## src/rtl/clock_mode_ctrl_pkg.sv

```systemverilog
// clock_mode_ctrl_pkg: mode state codes, blink masks, output bundle and mode-advance helper
package clock_mode_ctrl_pkg;

    typedef enum logic [2:0] {
        RUN      = 3'd0,
        ADJ_MIN  = 3'd1,
        ADJ_HOUR = 3'd2,
        ALM_MIN  = 3'd3,
        ALM_HOUR = 3'd4
    } mode_t;

    localparam logic [3:0] BLANK_MIN  = 4'b0011;
    localparam logic [3:0] BLANK_HOUR = 4'b1100;

    typedef struct packed {
        logic       adjust;
        logic       alarm_set;
        logic       min_hour;
        logic       alarm_disp;
        logic       alarm_en;
        logic [3:0] blank;
        logic [2:0] mode;
    } ctl_t;

    function automatic mode_t next_mode(input mode_t s);
        case (s)
            RUN:      return ADJ_MIN;
            ADJ_MIN:  return ADJ_HOUR;
            ADJ_HOUR: return ALM_MIN;
            ALM_MIN:  return ALM_HOUR;
            default:  return RUN;
        endcase
    endfunction

endpackage

```

## src/rtl/clock_mode_ctrl_if.sv

```systemverilog
// clock_mode_ctrl_if: level controls from the mode sequencer to the adjust/alarm/display datapaths
interface clock_mode_ctrl_if;

    logic       clock_adjust;
    logic       clock_alarm_set;
    logic       min_hour_set;
    logic       alarm_adjust_disp;
    logic       clock_alarm_en;
    logic [3:0] digit_blank;
    logic [2:0] mode_state;

    modport master (
        output clock_adjust, clock_alarm_set, min_hour_set, alarm_adjust_disp,
        output clock_alarm_en, digit_blank, mode_state
    );

    modport slave (
        input clock_adjust, clock_alarm_set, min_hour_set, alarm_adjust_disp,
        input clock_alarm_en, digit_blank, mode_state
    );

endinterface

```

## src/rtl/clock_mode_ctrl_btn_debounce.sv

```systemverilog
// clock_mode_ctrl_btn_debounce: 2-flop synchroniser, 1 kHz-sampled debounce, 1-cycle press pulse on accepted rising edge
module clock_mode_ctrl_btn_debounce #(
    parameter int DEB_MS = 20
) (
    input  logic clk,
    input  logic rst,
    input  logic tick,
    input  logic raw,
    output logic press
);

    localparam int CW = $clog2(DEB_MS + 1);

    logic          s1, s2, level;
    logic [CW-1:0] cnt;

    // Count consecutive samples that disagree with the accepted level; accept after DEB_MS of them
    always_ff @(posedge clk or posedge rst) begin
        if (rst) begin
            s1    <= 1'b0;
            s2    <= 1'b0;
            level <= 1'b0;
            cnt   <= '0;
            press <= 1'b0;
        end else begin
            s1    <= raw;
            s2    <= s1;
            press <= 1'b0;
            if (tick) begin
                if (s2 == level) begin
                    cnt <= '0;
                end else if (cnt == CW'(DEB_MS - 1)) begin
                    cnt   <= '0;
                    level <= s2;
                    press <= s2;
                end else begin
                    cnt <= cnt + 1'b1;
                end
            end
        end
    end

endmodule

```

## src/rtl/clock_mode_ctrl.sv

```systemverilog
// clock_mode_ctrl: button debounce, run/adjust/alarm-set FSM, edit blink; idle timeout when CLOCK_MODE_TIMEOUT_EN is defined
module clock_mode_ctrl
    import clock_mode_ctrl_pkg::*;
#(
    parameter int DEB_MS    = 20,
    parameter int BLINK_MS  = 250,
    parameter int TIMEOUT_S = 30
) (
    input  logic              clk_100m,
    input  logic              cr,
    input  logic              tick_1k,
    input  logic              tick_1hz,
    input  logic              btn_mode,
    input  logic              btn_sel,
    clock_mode_ctrl_if.master ctl
);

    localparam int BW = $clog2(BLINK_MS + 1);

    mode_t         state, state_nxt;
    logic          p_mode, p_sel, to, chg, wrap, phase, phase_nxt;
    logic [BW-1:0] blink_cnt, blink_cnt_nxt;
    ctl_t          out_q, out_nxt;

    clock_mode_ctrl_btn_debounce #(.DEB_MS(DEB_MS)) u_deb_mode (
        .clk   (clk_100m),
        .rst   (cr),
        .tick  (tick_1k),
        .raw   (btn_mode),
        .press (p_mode)
    );

    clock_mode_ctrl_btn_debounce #(.DEB_MS(DEB_MS)) u_deb_sel (
        .clk   (clk_100m),
        .rst   (cr),
        .tick  (tick_1k),
        .raw   (btn_sel),
        .press (p_sel)
    );

`ifdef CLOCK_MODE_TIMEOUT_EN
    localparam int IW = $clog2(TIMEOUT_S + 1);

    logic [IW-1:0] idle, idle_nxt;

    // Idle seconds spent in an edit state; any press (or being in RUN) restarts the count
    always_comb begin
        to       = state != RUN && tick_1hz && idle == IW'(TIMEOUT_S - 1);
        idle_nxt = (to || p_mode || p_sel || state == RUN) ? '0 : idle + IW'(tick_1hz);
    end

    // Idle counter register
    always_ff @(posedge clk_100m or posedge cr) begin
        if (cr) idle <= '0;
        else    idle <= idle_nxt;
    end
`else
    logic unused_timeout;

    assign to             = 1'b0;
    assign unused_timeout = tick_1hz ^ TIMEOUT_S[0];
`endif

    // FSM state and blink phase registers
    always_ff @(posedge clk_100m or posedge cr) begin
        if (cr) begin
            state     <= RUN;
            blink_cnt <= '0;
            phase     <= 1'b0;
        end else begin
            state     <= state_nxt;
            blink_cnt <= blink_cnt_nxt;
            phase     <= phase_nxt;
        end
    end

    // Next state (timeout beats MODE, MODE beats SEL); blink restarts on every state change
    always_comb begin
        state_nxt     = to ? RUN : p_mode ? next_mode(state) : state;
        chg           = state_nxt != state;
        wrap          = blink_cnt == BW'(BLINK_MS - 1);
        blink_cnt_nxt = chg ? '0 : !tick_1k ? blink_cnt : wrap ? '0 : blink_cnt + 1'b1;
        phase_nxt     = chg ? 1'b0 : (tick_1k && wrap) ? !phase : phase;
    end

    // Decode from the next state so the registered outputs track the state register
    always_comb begin
        out_nxt            = '0;
        out_nxt.adjust     = state_nxt == ADJ_MIN || state_nxt == ADJ_HOUR;
        out_nxt.alarm_set  = state_nxt == ALM_MIN || state_nxt == ALM_HOUR;
        out_nxt.alarm_disp = state_nxt == ALM_MIN || state_nxt == ALM_HOUR;
        out_nxt.min_hour   = state_nxt == ADJ_HOUR || state_nxt == ALM_HOUR;
        out_nxt.alarm_en   = (state == RUN && p_sel && !p_mode) ? !out_q.alarm_en : out_q.alarm_en;
        out_nxt.blank      = (state_nxt != RUN && phase_nxt) ? (out_nxt.min_hour ? BLANK_HOUR : BLANK_MIN) : 4'b0000;
        out_nxt.mode       = state_nxt;
    end

    // Output register; cleared asynchronously with the rest of the block
    always_ff @(posedge clk_100m or posedge cr) begin
        if (cr) out_q <= '0;
        else    out_q <= out_nxt;
    end

    assign ctl.clock_adjust      = out_q.adjust;
    assign ctl.clock_alarm_set   = out_q.alarm_set;
    assign ctl.min_hour_set      = out_q.min_hour;
    assign ctl.alarm_adjust_disp = out_q.alarm_disp;
    assign ctl.clock_alarm_en    = out_q.alarm_en;
    assign ctl.digit_blank       = out_q.blank;
    assign ctl.mode_state        = out_q.mode;

endmodule

```

## src/flat_wrapper.sv

```systemverilog
// flat-port wrapper written by rule: the top's interface ports become plain ports
module clock_mode_ctrl_flat import clock_mode_ctrl_pkg::*;
#(
    parameter int DEB_MS    = 20,
    parameter int BLINK_MS  = 250,
    parameter int TIMEOUT_S = 30
)
  (clk_100m, cr, tick_1k, tick_1hz, btn_mode, btn_sel, ctl_clock_adjust, ctl_clock_alarm_set, ctl_min_hour_set, ctl_alarm_adjust_disp, ctl_clock_alarm_en, ctl_digit_blank, ctl_mode_state);
  clock_mode_ctrl_if ctl_i ();
  input  logic clk_100m;
  input  logic cr;
  input  logic tick_1k;
  input  logic tick_1hz;
  input  logic btn_mode;
  input  logic btn_sel;
  output wire logic [$bits(ctl_i.clock_adjust)-1:0] ctl_clock_adjust;
  output wire logic [$bits(ctl_i.clock_alarm_set)-1:0] ctl_clock_alarm_set;
  output wire logic [$bits(ctl_i.min_hour_set)-1:0] ctl_min_hour_set;
  output wire logic [$bits(ctl_i.alarm_adjust_disp)-1:0] ctl_alarm_adjust_disp;
  output wire logic [$bits(ctl_i.clock_alarm_en)-1:0] ctl_clock_alarm_en;
  output wire logic [$bits(ctl_i.digit_blank)-1:0] ctl_digit_blank;
  output wire logic [$bits(ctl_i.mode_state)-1:0] ctl_mode_state;
  assign ctl_clock_adjust = ctl_i.clock_adjust;
  assign ctl_clock_alarm_set = ctl_i.clock_alarm_set;
  assign ctl_min_hour_set = ctl_i.min_hour_set;
  assign ctl_alarm_adjust_disp = ctl_i.alarm_adjust_disp;
  assign ctl_clock_alarm_en = ctl_i.clock_alarm_en;
  assign ctl_digit_blank = ctl_i.digit_blank;
  assign ctl_mode_state = ctl_i.mode_state;
  clock_mode_ctrl #(.DEB_MS(DEB_MS), .BLINK_MS(BLINK_MS), .TIMEOUT_S(TIMEOUT_S)) u_core (.clk_100m(clk_100m), .cr(cr), .tick_1k(tick_1k), .tick_1hz(tick_1hz), .btn_mode(btn_mode), .btn_sel(btn_sel), .ctl(ctl_i));
endmodule
```

## config.mk

```make
export PLATFORM = sky130hd
export DESIGN_NAME = clock_mode_ctrl_flat
export DESIGN_NICKNAME = d
export VERILOG_FILES = /design/src/rtl/clock_mode_ctrl_pkg.sv /design/src/rtl/clock_mode_ctrl_if.sv /design/src/rtl/clock_mode_ctrl_btn_debounce.sv /design/src/rtl/clock_mode_ctrl.sv /design/src/flat_wrapper.sv
export SDC_FILE = /design/constraint.sdc
export NUM_CORES = 1
export LEC_CHECK = 0
export BUFFER_PORTS_ARGS = -buffer_cell sky130_fd_sc_hd__buf_2
export CORE_UTILIZATION = 40
export DETAILED_ROUTE_END_ITERATION = 8
export GPL_ROUTABILITY_DRIVEN = 0
export HOLD_SLACK_MARGIN = 0.15
export PLACE_DENSITY_LB_ADDON = 0.2
export SLEW_MARGIN = 15
export SYNTH_ARGS = -nofsm -noshare
export SYNTH_HDL_FRONTEND = slang
export SYNTH_SLANG_ARGS = --single-unit
```

## constraint.sdc

```tcl
create_clock -name clk_100m -period 2 [get_ports clk_100m]
set_input_delay 0.4 -clock clk_100m [delete_from_list [all_inputs] [get_ports clk_100m]]
set_output_delay 0.4 -clock clk_100m [all_outputs]
set_load 0.01 [all_outputs]
```

==> flow_summary_export.csv <==
group,metric,value,unit
cells_and_area,layout.nets,201,
global_routing,use_met3,4.04,%
clocking,cts_sinks,36,
logic_synthesis,synth_compound_area_share,13.5,%
worst_setup_path,critPathRequiredTime,2.16,ns
logic_synthesis,synth.ff_latch_count,36,
worst_setup_path,startpoint_type,"register",
timing,period_share,75.2,%
detailed_routing,vias,1343,
clocking,clk_pin_slew,0.07,ns
timing,max_freq,665,MHz
logic_synthesis,yosysTopAreaCellShare,48.9,%
pwr,p_leak,0.969,nW
die,core,0.00438,mm^2
placed_design,dp_slack,0.502,ns
logic_synthesis,ys.flop_type,"dfrtp_1",
detailed_routing,wl,3400,um
placed_design,dp_hpwl,2420,um
timing,finalWorstSetupSlack,0.496,ns
logic_synthesis,synth_xor_xnor_area_share,3.80,%
global_routing,grt_use_met1,18.5,%
logic_synthesis,synth_top_family_by_area,"simple AND/OR/NAND/NOR gates",
clocking,cts_made_buffers,5,
die,dieWidth,69.9,um
worst_setup_path,path_max_fanout,7,
worst_setup_path,cp.depth,5,
worst_setup_path,reg2reg_slack,0.50,ns
timing,finalCriticalPeriod,1.50,ns
detailed_routing,drt_iter0_markers,99,
cells_and_area,layout.cells.non_filler,244,
global_routing,antenna_found_initial,0,
worst_setup_path,crit_slowest_cell,"dfrtp_1",
global_routing,grt_overflow,0,
placed_design,numPortBuffers,16,
detailed_routing,first_pass_iters,4,
global_routing,grt_first_pass_wirelength,5890,um
clocking,clockBufferDepth,2,
worst_setup_path,crit_chain,"inv_1 > ha_1 > nand3b_4 > nor3_4 > mux2_1",
logic_synthesis,syn_nets,183,
logic_synthesis,synth_warnings,0,
global_routing,met2_usage,25.4,%
die,rows,24,
logic_synthesis,synth_area_leader_cell,"dfrtp_1",
clocking,h-tree-depth,2,
cells_and_area,final_cell_mix,"dfrtp_1, buf_2, o21ai_0, inv_1, nand2_1",
global_routing,grt.total_usage,15.0,%
worst_setup_path,worst_ep_arrival_time,1.67,ns
timing,drv_slew,0,
logic_synthesis,muxShareOfSynthArea,4.62,%
worst_setup_path,worst-setup-path-type,"register to register",
flow_run,cap_violations,0,
logic_synthesis,synth-edff-count,0,
clocking,cts_resized,0,
placed_design,dp_cells,236,
logic_synthesis,synthesis.area,0.00184,mm^2
worst_setup_path,slowest_delay,0.44,ns
clocking,clock_latency,0.28,ns
die,dieArea,0.00488,mm^2
cells_and_area,fillers,411,
worst_setup_path,crit_family,"flip-flops",
logic_synthesis,synthAdderAreaFrac,2.72,%
timing,relSlewSlack,68.1,%
timing,clock_skew,0.0102,ns
timing,worstMarginPinSlew,0.476,ns
detailed_routing,routedWlPerCell,13.9,um
global_routing,grt_pass1_vias,1337,
global_routing,grt_max_degree,37,
logic_synthesis,postSynthCellCount,173,
clocking,postCtsSetupRepairBufs,0,
detailed_routing,vias_per_cell,5.50,
worst_setup_path,r2r-start,"u_core.blink_cnt[1]",
clocking,cts_tree,"yes",
cells_and_area,area_growth,13.5,%
timing,rsz0062_at_grt,"no",
cells_and_area,antenna_cells,0,
logic_synthesis,yosys.area_share.simple,21.5,%
logic_synthesis,yosys-top-cells-area,"dfrtp_1, o21ai_0, nand2b_1",
timing,final-hold-violation-count,0,
die,ios,18,
clocking,cts_root_buf,"clkbuf_8",
logic_synthesis,synth_cell_types,47,
detailed_routing,ant_nets,0,
logic_synthesis,synth_seq_area_share,48.9,%
clocking,ctsHoldBuffers,0,
detailed_routing,drc,0,
worst_setup_path,setup.worst_path.end_class,"register",
cells_and_area,final_common_cell,"dfrtp_1",
cells_and_area,drive_above_1_share,19.8,%
pwr,power.total,2.47,mW
pwr,ir_drop,649,uV
logic_synthesis,syn_area_per_cell,10.6,um^2
pwr,power_density,1180,mW/mm^2
global_routing,busiest_layer,"met2",
die,floorplan.initialDensity,42.0,%
timing,setup_viol,0,
die,die_height,69.9,um
logic_synthesis,async_flop_share,100,%
outcome,status,"finished, final reports clean",
timing,fin_tns_setup,0,ns
worst_setup_path,cp_num_buf_inv,1,
worst_setup_path,r2r_end,"u_core.ctl.digit_blank[1]",
worst_setup_path,worstRegToRegCells,5,
worst_hold_path,hold_path.class,"input pin to asynchronous set/reset pin",
-- worst reg2reg max path, stage by stage, from the launching register on --
cell,delay (ns)
dfrtp_1,0.44
inv_1,0.08
ha_1,0.19
nand3b_4,0.14
nor3_4,0.21
mux2_1,0.34
-- stage by stage --
| stage | hold slack (ns) | area, um^2 | utilization, % |
|---|---|---|---|
| after floorplan | 0.331 | 1840 | - |
| after global placement | 0.336 | 1960 | 44.8 |
| after detailed placement | 0.340 | 1960 | 44.8 |
| after CTS | 0.221 | 2090 | 47.7 |
| after global routing | 0.219 | 2090 | 47.7 |
| final | 0.216 | 2090 | 47.7 |
-- flip-flops by register name (all words and copies together), names as in the netlist, 2 cells and up --
name	flops
u_core.blink_cnt	8
u_core.u_deb_mode.cnt	5
u_core.ctl.digit_blank	2
u_core.u_deb_sel.cnt	5
u_core.state	3
-- where the power goes --
group / internal (mW) / switching, mW / total (mW)
logic: 0.312 / 0.335 / 0.647
clock network: 0.440 / 0.255 / 0.695
registers: 0.914 / 0.218 / 1.13
total: 1.67 / 0.808 / 2.47
-- Yosys cell counts, types with 2 or more instances --
cell type	instances
a211oi_1	2
a21oi_1	4
a31oi_1	2
a32o_1	3
buf_2	3
buf_4	4
clkbuf_1	2
dfrtp_1	36
ha_1	4
inv_1	10
mux2_1	2
mux2_2	2
mux2i_1	4
nand2_1	10
nand2b_1	9
nand3_1	9
nand4_1	2
nor2_1	4
nor2b_1	7
nor3_1	2
nor3b_1	3
o21ai_0	13
o22ai_1	4
or3_1	3
xnor2_1	4
xor2_1	4
-- layout make-up --
type                       instances  area (um^2)  area share, %
clock buffer                       7         96.3           4.61
clock inverter                     1         30.0           1.44
inverter                          10         37.5           1.80
multi-input combinational        118          851           40.7
sequential                        36          901           43.1
tap                               52         65.1           3.11
timing repair buffer              20          110           5.27
-- how the worst max path moves through the flow --
stage	slack (ns)	endpoint	startpoint
after floorplan	0.51	u_core.ctl.digit_blank[1]	u_core.blink_cnt[1]
after detailed placement	0.50	u_core.ctl.digit_blank[2]	u_core.blink_cnt[1]
after global placement	0.54	u_core.ctl.digit_blank[1]	u_core.blink_cnt[1]
after CTS	0.48	u_core.ctl.digit_blank[2]	u_core.blink_cnt[1]
final	0.50	u_core.ctl.digit_blank[1]	u_core.blink_cnt[1]
after global routing	0.38	u_core.ctl.digit_blank[2]	u_core.blink_cnt[1]
-- logic make-up after synthesis --
family	count (synthesis)
flops	36
compound gates	36
fa+ha+maj	4
mux	8
simple gates	62
buf+inv	19
xor+xnor	8
-- metal layers --
metal  vias to the layer above  part of all wire (%)
li1                        650                     -
met1                       667                    46
met2                        24                    50
met5                         -                     0
met4                         0                  0.77
met3                         2                   2.9
(Power assumes the default switching activity.)
